**src/rtl/mux_16_1_rr_scheduler_pkg.sv**
```systemverilog
// Shared constants, state type and helpers for the 16-requester round-robin MUX scheduler.
// Optional feature macro used by this slice: MUX_SCHED_URGENT_EN.
package mux_sched_pkg;

  localparam int NUM_REQ = 16;
  localparam int SEL_W   = 4;
  localparam int BEAT_W  = 8;

  typedef enum logic [1:0] {
    IDLE  = 2'd0,
    GRANT = 2'd1,
    GAP   = 2'd2
  } sched_state_t;

  function automatic logic [NUM_REQ-1:0] onehot_sel(input logic [SEL_W-1:0] idx);
    return {{(NUM_REQ-1){1'b0}}, 1'b1} << idx;
  endfunction

endpackage

```
**src/rtl/mux_16_1_rr_scheduler_if.sv**
```systemverilog
// Request/grant bundle between the requesters, the scheduler and the shared 16:1 MUX.
// Urgent_In exists only when MUX_SCHED_URGENT_EN is defined.
interface mux_16_1_rr_scheduler_if;
  import mux_sched_pkg::*;

  logic                 Enable_In;
  logic [NUM_REQ-1:0]   Request_In;
  logic [NUM_REQ-1:0]   Grant_Out;
  logic [SEL_W-1:0]     Select_Out;
  logic                 MUX_Enable_Out;
  logic [BEAT_W-1:0]    Beat_Count_Out;
  logic                 Busy_Out;
`ifdef MUX_SCHED_URGENT_EN
  logic                 Urgent_In;

  modport master (input Enable_In, Request_In, Urgent_In,
                  output Grant_Out, Select_Out, MUX_Enable_Out, Beat_Count_Out, Busy_Out);
  modport slave  (output Enable_In, Request_In, Urgent_In,
                  input Grant_Out, Select_Out, MUX_Enable_Out, Beat_Count_Out, Busy_Out);
`else
  modport master (input Enable_In, Request_In,
                  output Grant_Out, Select_Out, MUX_Enable_Out, Beat_Count_Out, Busy_Out);
  modport slave  (output Enable_In, Request_In,
                  input Grant_Out, Select_Out, MUX_Enable_Out, Beat_Count_Out, Busy_Out);
`endif
endinterface

```
**src/rtl/mux_16_1_rr_scheduler_pick.sv**
```systemverilog
// Combinational rotate-priority picker: first set request bit searching upward from last+1.
module rr_pick_16
  import mux_sched_pkg::*;
(
  input  logic [NUM_REQ-1:0] req,
  input  logic [SEL_W-1:0]   last,
  output logic               valid,
  output logic [SEL_W-1:0]   idx
);

  logic [NUM_REQ-1:0] rot;
  logic [SEL_W-1:0]   off;

  // rot[0] is the highest-priority candidate (last+1), wrapping modulo 16.
  for (genvar gi = 0; gi < NUM_REQ; gi++) begin : g_rot
    assign rot[gi] = req[last + SEL_W'(gi + 1)];
  end

  always_comb begin
    off = '0;
    for (int i = NUM_REQ - 1; i >= 0; i--) begin
      if (rot[i]) off = SEL_W'(i);
    end
  end

  assign valid = |req;
  assign idx   = last + SEL_W'(1) + off;

endmodule

```
**src/rtl/mux_16_1_rr_scheduler.sv**
```systemverilog
// Round-robin scheduler driving the select/enable pins of a shared 16:1 MUX in bounded bursts.
// Define MUX_SCHED_URGENT_EN to add the Urgent_In override for requester 0.
module mux_16_1_rr_scheduler
  import mux_sched_pkg::*;
#(
  parameter int BURST_LEN  = 4,
  parameter int GAP_CYCLES = 1
)(
  input  logic                     Clock_In,
  input  logic                     Reset_N_In,
  mux_16_1_rr_scheduler_if.master  bus
);

  localparam logic [BEAT_W-1:0] LAST_BEAT = BEAT_W'(BURST_LEN - 1);
  localparam logic [3:0]        GAP_LOAD  = 4'((GAP_CYCLES > 0) ? GAP_CYCLES - 1 : 0);

  sched_state_t        state_reg;
  logic [SEL_W-1:0]    last_ptr_reg;
  logic [SEL_W-1:0]    select_reg;
  logic [NUM_REQ-1:0]  grant_reg;
  logic                mux_en_reg;
  logic                busy_reg;
  logic [BEAT_W-1:0]   beat_reg;
  logic [3:0]          gap_reg;
  logic                urgent_grant_reg;

  logic                urgent_hit;
  logic [SEL_W-1:0]    exit_last;
  logic [SEL_W-1:0]    pick_last;
  logic                pick_valid;
  logic [SEL_W-1:0]    pick_idx;
  logic [SEL_W-1:0]    arb_idx;
  logic                grant_done;

`ifdef MUX_SCHED_URGENT_EN
  assign urgent_hit = bus.Urgent_In & bus.Request_In[0];
`else
  assign urgent_hit = 1'b0;
`endif

  // An urgent grant leaves the rotation pointer where it was.
  assign exit_last  = urgent_grant_reg ? last_ptr_reg : select_reg;
  // One picker serves both IDLE and back-to-back arbitration; the latter sees the post-exit pointer.
  assign pick_last  = (state_reg == GRANT) ? exit_last : last_ptr_reg;
  assign arb_idx    = urgent_hit ? '0 : pick_idx;
  assign grant_done = (beat_reg == LAST_BEAT) || !bus.Request_In[select_reg];

  rr_pick_16 u_pick (
    .req   (bus.Request_In),
    .last  (pick_last),
    .valid (pick_valid),
    .idx   (pick_idx)
  );

  always_ff @(posedge Clock_In or negedge Reset_N_In) begin
    if (!Reset_N_In) begin
      state_reg        <= IDLE;
      last_ptr_reg     <= SEL_W'(NUM_REQ - 1);
      select_reg       <= '0;
      grant_reg        <= '0;
      mux_en_reg       <= 1'b0;
      busy_reg         <= 1'b0;
      beat_reg         <= '0;
      gap_reg          <= '0;
      urgent_grant_reg <= 1'b0;
    end else begin
      case (state_reg)
        IDLE: begin
          if (bus.Enable_In && pick_valid) begin
            state_reg        <= GRANT;
            select_reg       <= arb_idx;
            grant_reg        <= onehot_sel(arb_idx);
            mux_en_reg       <= 1'b1;
            busy_reg         <= 1'b1;
            beat_reg         <= '0;
            urgent_grant_reg <= urgent_hit;
          end
        end
        GRANT: begin
          if (!bus.Enable_In) begin
            state_reg        <= IDLE;
            last_ptr_reg     <= exit_last;
            grant_reg        <= '0;
            mux_en_reg       <= 1'b0;
            busy_reg         <= 1'b0;
            beat_reg         <= '0;
            urgent_grant_reg <= 1'b0;
          end else if (grant_done) begin
            last_ptr_reg <= exit_last;
            beat_reg     <= '0;
            if (GAP_CYCLES > 0) begin
              state_reg        <= GAP;
              gap_reg          <= GAP_LOAD;
              grant_reg        <= '0;
              mux_en_reg       <= 1'b0;
              busy_reg         <= 1'b1;
              urgent_grant_reg <= 1'b0;
            end else if (pick_valid) begin
              state_reg        <= GRANT;
              select_reg       <= arb_idx;
              grant_reg        <= onehot_sel(arb_idx);
              mux_en_reg       <= 1'b1;
              busy_reg         <= 1'b1;
              urgent_grant_reg <= urgent_hit;
            end else begin
              state_reg        <= IDLE;
              grant_reg        <= '0;
              mux_en_reg       <= 1'b0;
              busy_reg         <= 1'b0;
              urgent_grant_reg <= 1'b0;
            end
          end else begin
            beat_reg <= beat_reg + BEAT_W'(1);
          end
        end
        GAP: begin
          if (!bus.Enable_In || gap_reg == '0) begin
            state_reg <= IDLE;
            busy_reg  <= 1'b0;
            gap_reg   <= '0;
          end else begin
            gap_reg <= gap_reg - 4'd1;
          end
        end
        default: begin
          state_reg  <= IDLE;
          grant_reg  <= '0;
          mux_en_reg <= 1'b0;
          busy_reg   <= 1'b0;
          beat_reg   <= '0;
        end
      endcase
    end
  end

  assign bus.Grant_Out      = grant_reg;
  assign bus.Select_Out     = select_reg;
  assign bus.MUX_Enable_Out = mux_en_reg;
  assign bus.Beat_Count_Out = beat_reg;
  assign bus.Busy_Out       = busy_reg;

endmodule

```
**src/flat_wrapper.sv**
```systemverilog
// flat-port wrapper written by rule: the top's interface ports become plain ports
module mux_16_1_rr_scheduler_flat import mux_sched_pkg::*;
#(
  parameter int BURST_LEN  = 4,
  parameter int GAP_CYCLES = 1
)
  (Clock_In, Reset_N_In, bus_Enable_In, bus_Request_In, bus_Grant_Out, bus_Select_Out, bus_MUX_Enable_Out, bus_Beat_Count_Out, bus_Busy_Out);
  mux_16_1_rr_scheduler_if bus_i ();
  input  logic Clock_In;
  input  logic Reset_N_In;
  input wire logic [$bits(bus_i.Enable_In)-1:0] bus_Enable_In;
  input wire logic [$bits(bus_i.Request_In)-1:0] bus_Request_In;
  output wire logic [$bits(bus_i.Grant_Out)-1:0] bus_Grant_Out;
  output wire logic [$bits(bus_i.Select_Out)-1:0] bus_Select_Out;
  output wire logic [$bits(bus_i.MUX_Enable_Out)-1:0] bus_MUX_Enable_Out;
  output wire logic [$bits(bus_i.Beat_Count_Out)-1:0] bus_Beat_Count_Out;
  output wire logic [$bits(bus_i.Busy_Out)-1:0] bus_Busy_Out;
  assign bus_i.Enable_In = bus_Enable_In;
  assign bus_i.Request_In = bus_Request_In;
  assign bus_Grant_Out = bus_i.Grant_Out;
  assign bus_Select_Out = bus_i.Select_Out;
  assign bus_MUX_Enable_Out = bus_i.MUX_Enable_Out;
  assign bus_Beat_Count_Out = bus_i.Beat_Count_Out;
  assign bus_Busy_Out = bus_i.Busy_Out;
  mux_16_1_rr_scheduler #(.BURST_LEN(BURST_LEN), .GAP_CYCLES(GAP_CYCLES)) u_core (.Clock_In(Clock_In), .Reset_N_In(Reset_N_In), .bus(bus_i));
endmodule
```
**config.mk**
```make
export PLATFORM = sky130hd
export DESIGN_NAME = mux_16_1_rr_scheduler_flat
export DESIGN_NICKNAME = d
export VERILOG_FILES = /design/src/rtl/mux_16_1_rr_scheduler_pkg.sv /design/src/rtl/mux_16_1_rr_scheduler_if.sv /design/src/rtl/mux_16_1_rr_scheduler_pick.sv /design/src/rtl/mux_16_1_rr_scheduler.sv /design/src/flat_wrapper.sv
export SDC_FILE = /design/constraint.sdc
export NUM_CORES = 1
export LEC_CHECK = 0
export ABC_CLOCK_PERIOD_IN_PS = 7900
export CAP_MARGIN = 15
export CORE_MARGIN = 5
export CORE_UTILIZATION = 50
export CTS_BUF_LIST = sky130_fd_sc_hd__clkbuf_16
export DETAILED_ROUTE_END_ITERATION = 16
export GPL_TIMING_DRIVEN = 0
export PLACE_DENSITY = 0.74
export SLEW_MARGIN = 20
export SYNTH_ARGS = -nofsm -noshare
export SYNTH_HDL_FRONTEND = slang
export SYNTH_HIERARCHICAL = 1
export SYNTH_SLANG_ARGS = --single-unit
```
**constraint.sdc**
```tcl
create_clock -name Clock_In -period 7.9 [get_ports Clock_In]
set_input_delay 0.79 -clock Clock_In [delete_from_list [all_inputs] [get_ports Clock_In]]
set_output_delay 0.79 -clock Clock_In [all_outputs]
set_load 0.1 [all_outputs]
```
==> flow_summary.json, run 1 <==
{
  "crit_type": "flop to flop",
  "h-tree-depth": 2,
  "max_slew_margin_pct": 33.8,
  "io_buffers": 48,
  "holdBufCountCts": 0,
  "critPathBufInv": 3,
  "clock_sinks": 40,
  "firstDrtPassIters": 4,
  "syn_inst": 321,
  "antenna_found_initial": 0,
  "post-route-drc-count": 0,
  "slew_viol_final": 0,
  "synth_cell_types": 53,
  "ant_nets": 0,
  "worst_ep_arrival_time_ps": 6480,
  "synth_edf_count": 0,
  "synth_warnings": 6,
  "cp_max_fo": 10,
  "clk_pin_slew_worst_paths_ps": 60,
  "cts_buffers": 5,
  "worst_pin_slew_ps": 990,
  "die_w_um": 96.0,
  "clock_latency_ps": 280,
  "grt_max_degree": 33,
  "cts_root_buf": "clkbuf_16",
  "std_cell_rows": 31,
  "gp_congestion": 0.836,
  "cp_top_family": "multiplexers",
  "outcome": "completed",
  "die_height_um": 96.0,
  "grt_pass1_wl_um": 15100,
  "vias": 2900,
  "place_area_um2": 4310,
  "syn-cell-area_um2": 3690,
  "initial_core_util_pct": 51.2,
  "syn_area_per_cell_um2": 11.5,
  "hp-class": "input pin to asynchronous set/reset pin",
  "cp-start-kind": "flop",
  "critical_path_required_ps": 8120,
  "dp.cells": 469,
  "cts_setup_buffers": 0,
  "clockBufferDepth": 2,
  "wl_um": 9200,
  "ys.flop_type": "dfrtp_1",
  "wl_per_cell_um": 19.3,
  "critPathMaxStageDelay_ps": 660,
  "synth-seq-cells": 40,
  "grt_pass1_vias": 3011,
  "final_cells": 477,
  "die-area_um2": 9210,
  "coreArea_um2": 7210,
  "viasPerCell": 6.08,
  "rsz0062_at_grt": "false",
  "drt_iter0_drc": 218,
  "layout-drive-gt1-share_pct": 28.0,
  "area_growth_pct": 20.6,
  "n_fill_cell": 622,
  "boundaryPins": 49,
  "diodes": 0,
  "crit_chain": "nand2b_1, mux2_2, buf_6, buf_6, clkinv_1, ha_1, xnor2_1, mux4_2, mux2i_1, a211oi_1, or3_1, a21oi_1, ha_1, a21o_1, a21oi_1, xor2_1, xnor2_1, or4_1, nor3_1, mux2_2",
  "cts-resized-gates": 0,
  "grt_overflow": 0,
  "fmaxAchievable_mhz": 160,
  "tritoncts": "built",
  "min_period_ps": 6260,
  "synthesis.nets": 353,
  "track_usage_pct": 21.3,
  "largest_reg_flops": 16,
  "async_reset_ff_share_pct": 100,
  "clock_skew_ps": 5.34,
  "final_hold_viol_count": 0,
  "setup_tns_ps": 0,
  "seq_area_frac_synth_pct": 27.2,
  "rrSetupSlack_ps": 1640,
  "finalSetupViolCount": 0,
  "fin_crit_sh_pct": 79.2,
  "maxCapViolations": 0,
  "dpl.hpwl_um": 6940,
  "endpoint_kind": "flop",
  "layout.nets": 409,
  "cpMaxStageDelayCell": "or4_1",
  "finalInstanceArea_um2": 4450
}
-- cell type report --
type / instances / area, um^2 / area share, %
well taps: 99 / 124 / 2.78
plain buffers: 13 / 100 / 2.25
flip-flops and latches: 40 / 1010 / 22.6
clock inverters: 3 / 15.0 / 0.337
repair buffers: 49 / 495 / 11.1
multi-input cells: 258 / 2550 / 57.3
inverters: 10 / 37.5 / 0.843
clock buffers: 5 / 125 / 2.81
-- placed cells by master (no fill, tap or decap), types with 8 or more instances in the layout --
cell type / netlist / routed
a21oi_1: 8 / 8
clkdlybuf4s50_1: 0 / 47
dfrtp_1: 36 / 36
ha_1: 12 / 12
inv_1: 9 / 10
mux2_2: 50 / 50
mux2i_1: 27 / 27
mux4_2: 24 / 24
nand2_1: 14 / 14
nor2_1: 19 / 19
nor3_1: 8 / 8
o22ai_1: 8 / 8
xor2_1: 8 / 8
-- kinds of logic after synthesis --
| logic type | synth area share [%] |
|---|---|
| AO/OA/AOI/OAI | 9.05 |
| XOR/XNOR | 3.56 |
| adder cells (fa/ha/maj) | 4.61 |
| buffers and inverters | 3.73 |
| flip-flops | 27.2 |
| multiplexers | 40.3 |
| AND/OR/NAND/NOR | 11.5 |
-- layer usage --
metal  routed length, um  global-route usage, %  up-vias
li1                    -                      -     1367
met1                4000                   28.0     1442
met2                4590                   36.8       80
met3                 468                   3.28       11
met4                 134                   5.69        0
met5                   0                      0        -
-- synthesized netlist by cell type, types with 4 or more instances --
cell / n / area share, %
mux2_2: 50 / 15
dfrtp_1: 36 / 24
mux2i_1: 27 / 7.3
mux4_2: 24 / 15
nor2_1: 19 / 1.9
nand2_1: 14 / 1.4
ha_1: 12 / 4.1
inv_1: 9 / 0.91
a21oi_1: 8 / 1.1
nor3_1: 8 / 1.1
o22ai_1: 8 / 1.4
xor2_1: 8 / 1.9
nand2b_1: 7 / 1.2
xnor2_1: 7 / 1.7
buf_6: 6 / 1.8
o21ai_0: 6 / 0.81
buf_2: 5 / 0.68
nand3b_1: 5 / 1.0
nor4_1: 5 / 0.85
or3_1: 5 / 0.85
a31oi_1: 4 / 0.68
dfstp_2: 4 / 2.8
mux4_1: 4 / 2.8
nand4_1: 4 / 0.68
-- worst paths after layout --
path	to	start	depth (start not counted)
max	u_core/bus.Grant_Out[0]	u_core/state_reg[1]	20
min	u_core/bus.Grant_Out[10]	Reset_N_In	1
max reg2reg	u_core/bus.Grant_Out[0]	u_core/state_reg[1]	20
min reg2reg	u_core/bus.Busy_Out	u_core/bus.Busy_Out	1
max in group asynchronous	u_core/last_ptr_reg[0]	Reset_N_In	2
min in group Clock_In	u_core/bus.Busy_Out	u_core/bus.Busy_Out	1
-- metrics by stage --
stage / setup slack (ps) / hold WS (ps) / util (%)
6_report: 1640 / 363 / 61.7
5_1_grt: 1170 / 374 / 61.7
3_5_place_dp: 1710 / 481 / 59.8
4_1_cts: 1680 / 362 / 61.7
3_3_place_gp: 1800 / 482 / 59.6
2_1_floorplan: 2110 / 481 / -
Power of run 1 is not shown: default switching activity piles up to over one toggle a cycle in this logic, so the estimate is an artifact.
==> inputs of run 2 (changes only) <==
- ABC_CLOCK_PERIOD_IN_PS: 7900 -> 6100
- clock period: 7.9 -> 6.1 ns (I/O delays scaled with it)
==> run 2 against run 1 <==
Critical path depth is 1 lower. First-iteration DRC count is 9.6% higher. Worst setup slack worse by 1300 ps. Critical path type unchanged.
==> flow_summary.json, run 2 (synthesis results as in run 1) <==
{
  "outcome": "completed",
  "gp_congestion": 0.836,
  "grt_pass1_vias": 3011,
  "viasPerCell": 6.12,
  "critPathBufInv": 4,
  "r2r_end": "u_core/bus.Grant_Out[0]",
  "worst_pin_slew_ps": 989,
  "clock_skew_ps": 5.59,
  "hp-class": "input pin to asynchronous set/reset pin",
  "fin_crit_sh_pct": 95.0,
  "die_w_um": 96.0,
  "grt_pass1_wl_um": 15100,
  "cts_setup_buffers": 0,
  "finalSetupViolCount": 0,
  "grt_max_degree": 33,
  "final_cell_mix": "mux2_2, clkdlybuf4s50_1, dfrtp_1",
  "largest_reg_flops": 16,
  "antenna_found_initial": 0,
  "wl_per_cell_um": 19.4,
  "vias": 2919,
  "coreArea_um2": 7210,
  "cp.depth": 19,
  "cts_buffers": 5,
  "max_slew_margin_pct": 33.9,
  "final_hold_viol_count": 0,
  "use_met2_pct": 36.8,
  "cp-start-kind": "flop",
  "fmaxAchievable_mhz": 173,
  "cp_top_family": "simple AND/OR/NAND/NOR gates",
  "top_usage_layer": "met2",
  "endpoint_kind": "flop",
  "die_height_um": 96.0,
  "n_fill_cell": 617,
  "die-area_um2": 9210,
  "crit_chain": "nand2b_2, mux2_2, buf_6, clkbuf_4, inv_1, ha_1, clkbuf_4, mux4_2, mux4_2, or2_1, or3_1, a31oi_1, ha_1, a21oi_1, xor2_1, xnor2_1, or4_1, nor3_1, mux2_2",
  "drt_iter0_drc": 239,
  "post-route-drc-count": 0,
  "tritoncts": "built",
  "initial_core_util_pct": 51.2,
  "std_cell_rows": 31,
  "met3_usage_pct": 3.28,
  "layout_commonest_cell": "mux2_2",
  "ant_nets": 0,
  "crit_type": "flop to flop",
  "layout.nets": 409,
  "layout-drive-gt1-share_pct": 29.9,
  "reg2reg_from": "u_core/state_reg[1]",
  "firstDrtPassIters": 4,
  "clockBufferDepth": 2,
  "io_buffers": 48,
  "dpl.hpwl_um": 6940,
  "slew_viol_final": 0,
  "cp_max_fo": 10,
  "rrSetupSlack_ps": 310,
  "clk_pin_slew_worst_paths_ps": 60,
  "cpMaxStageDelayCell": "or4_1",
  "cts_root_buf": "clkbuf_16",
  "critPathMaxStageDelay_ps": 670,
  "critical_path_required_ps": 6320,
  "min_period_ps": 5790,
  "clock_latency_ps": 280,
  "track_usage_pct": 21.3,
  "area_growth_pct": 21.6,
  "maxCapViolations": 0,
  "met1_usage_pct": 28.0,
  "boundaryPins": 49,
  "h-tree-depth": 2,
  "r2r_cells": 19,
  "final_cells": 477,
  "wl_um": 9280,
  "worst_ep_arrival_time_ps": 6010,
  "diodes": 0,
  "holdBufCountCts": 0,
  "clock_sinks": 40,
  "grt_overflow": 0,
  "dp.cells": 469
}
-- run 2: cell types whose count changed in the layout (fill, tap and decap cells not counted), sizes merged --
| cell | delta |
|---|---|
| clkinvlp | +1 |
| clkbuf | +3 |
| clkinv | -1 |
| buf | -3 |
-- run 2: layout make-up --
cell class | instances | area (um^2) | area share [%]
clock inverters | 3 | 15.0 | 0.334
flip-flops and latches | 40 | 1010 | 22.4
inverters | 10 | 41.3 | 0.919
repair buffers | 49 | 495 | 11.0
well taps | 99 | 124 | 2.76
multi-input cells | 258 | 2580 | 57.4
clock buffers | 5 | 125 | 2.78
plain buffers | 13 | 108 | 2.39
-- run 2: stage by stage --
stage	util [%]	setup WS (ps)	setup TNS, ps	hold slack (ps)	cell area [um^2]
2_1_floorplan	-	314	0	314	3690
3_3_place_gp	59.6	-2.05	-2.05	482	4300
3_5_place_dp	59.8	-92.5	-206	481	4310
4_1_cts	61.8	45.9	0	182	4460
5_1_grt	62.3	-12.0	-12.0	194	4490
6_report	62.3	306	0	182	4490
-- run 2: metal layers --
metal | vias to the layer above | share of wire, %
li1 | 1362 | -
met1 | 1463 | 44
met2 | 85 | 51
met3 | 9 | 4.3
met4 | 0 | 1.2
met5 | - | 0
-- run 2: repair_timing --
item	CTS	global route
gates resized for setup	2	8
hold endpoints to repair	0	0
setup endpoints to repair	4	16
-- run 2: worst max-delay path by stage --
stage | startpoint | endpoint | slack, ps
global placement | u_core/state_reg[1] | u_core/bus.Grant_Out[0] | -2
global route | u_core/state_reg[1] | u_core/bus.Grant_Out[0] | -10
floorplan | u_core/bus.Select_Out[1] | u_core/bus.Grant_Out[0] | 310
CTS | u_core/state_reg[1] | u_core/bus.Grant_Out[0] | 50
detailed placement | u_core/state_reg[1] | u_core/bus.Grant_Out[0] | -90
finish | u_core/state_reg[1] | u_core/bus.Grant_Out[0] | 310
Power of run 2 is left out for the same reason.
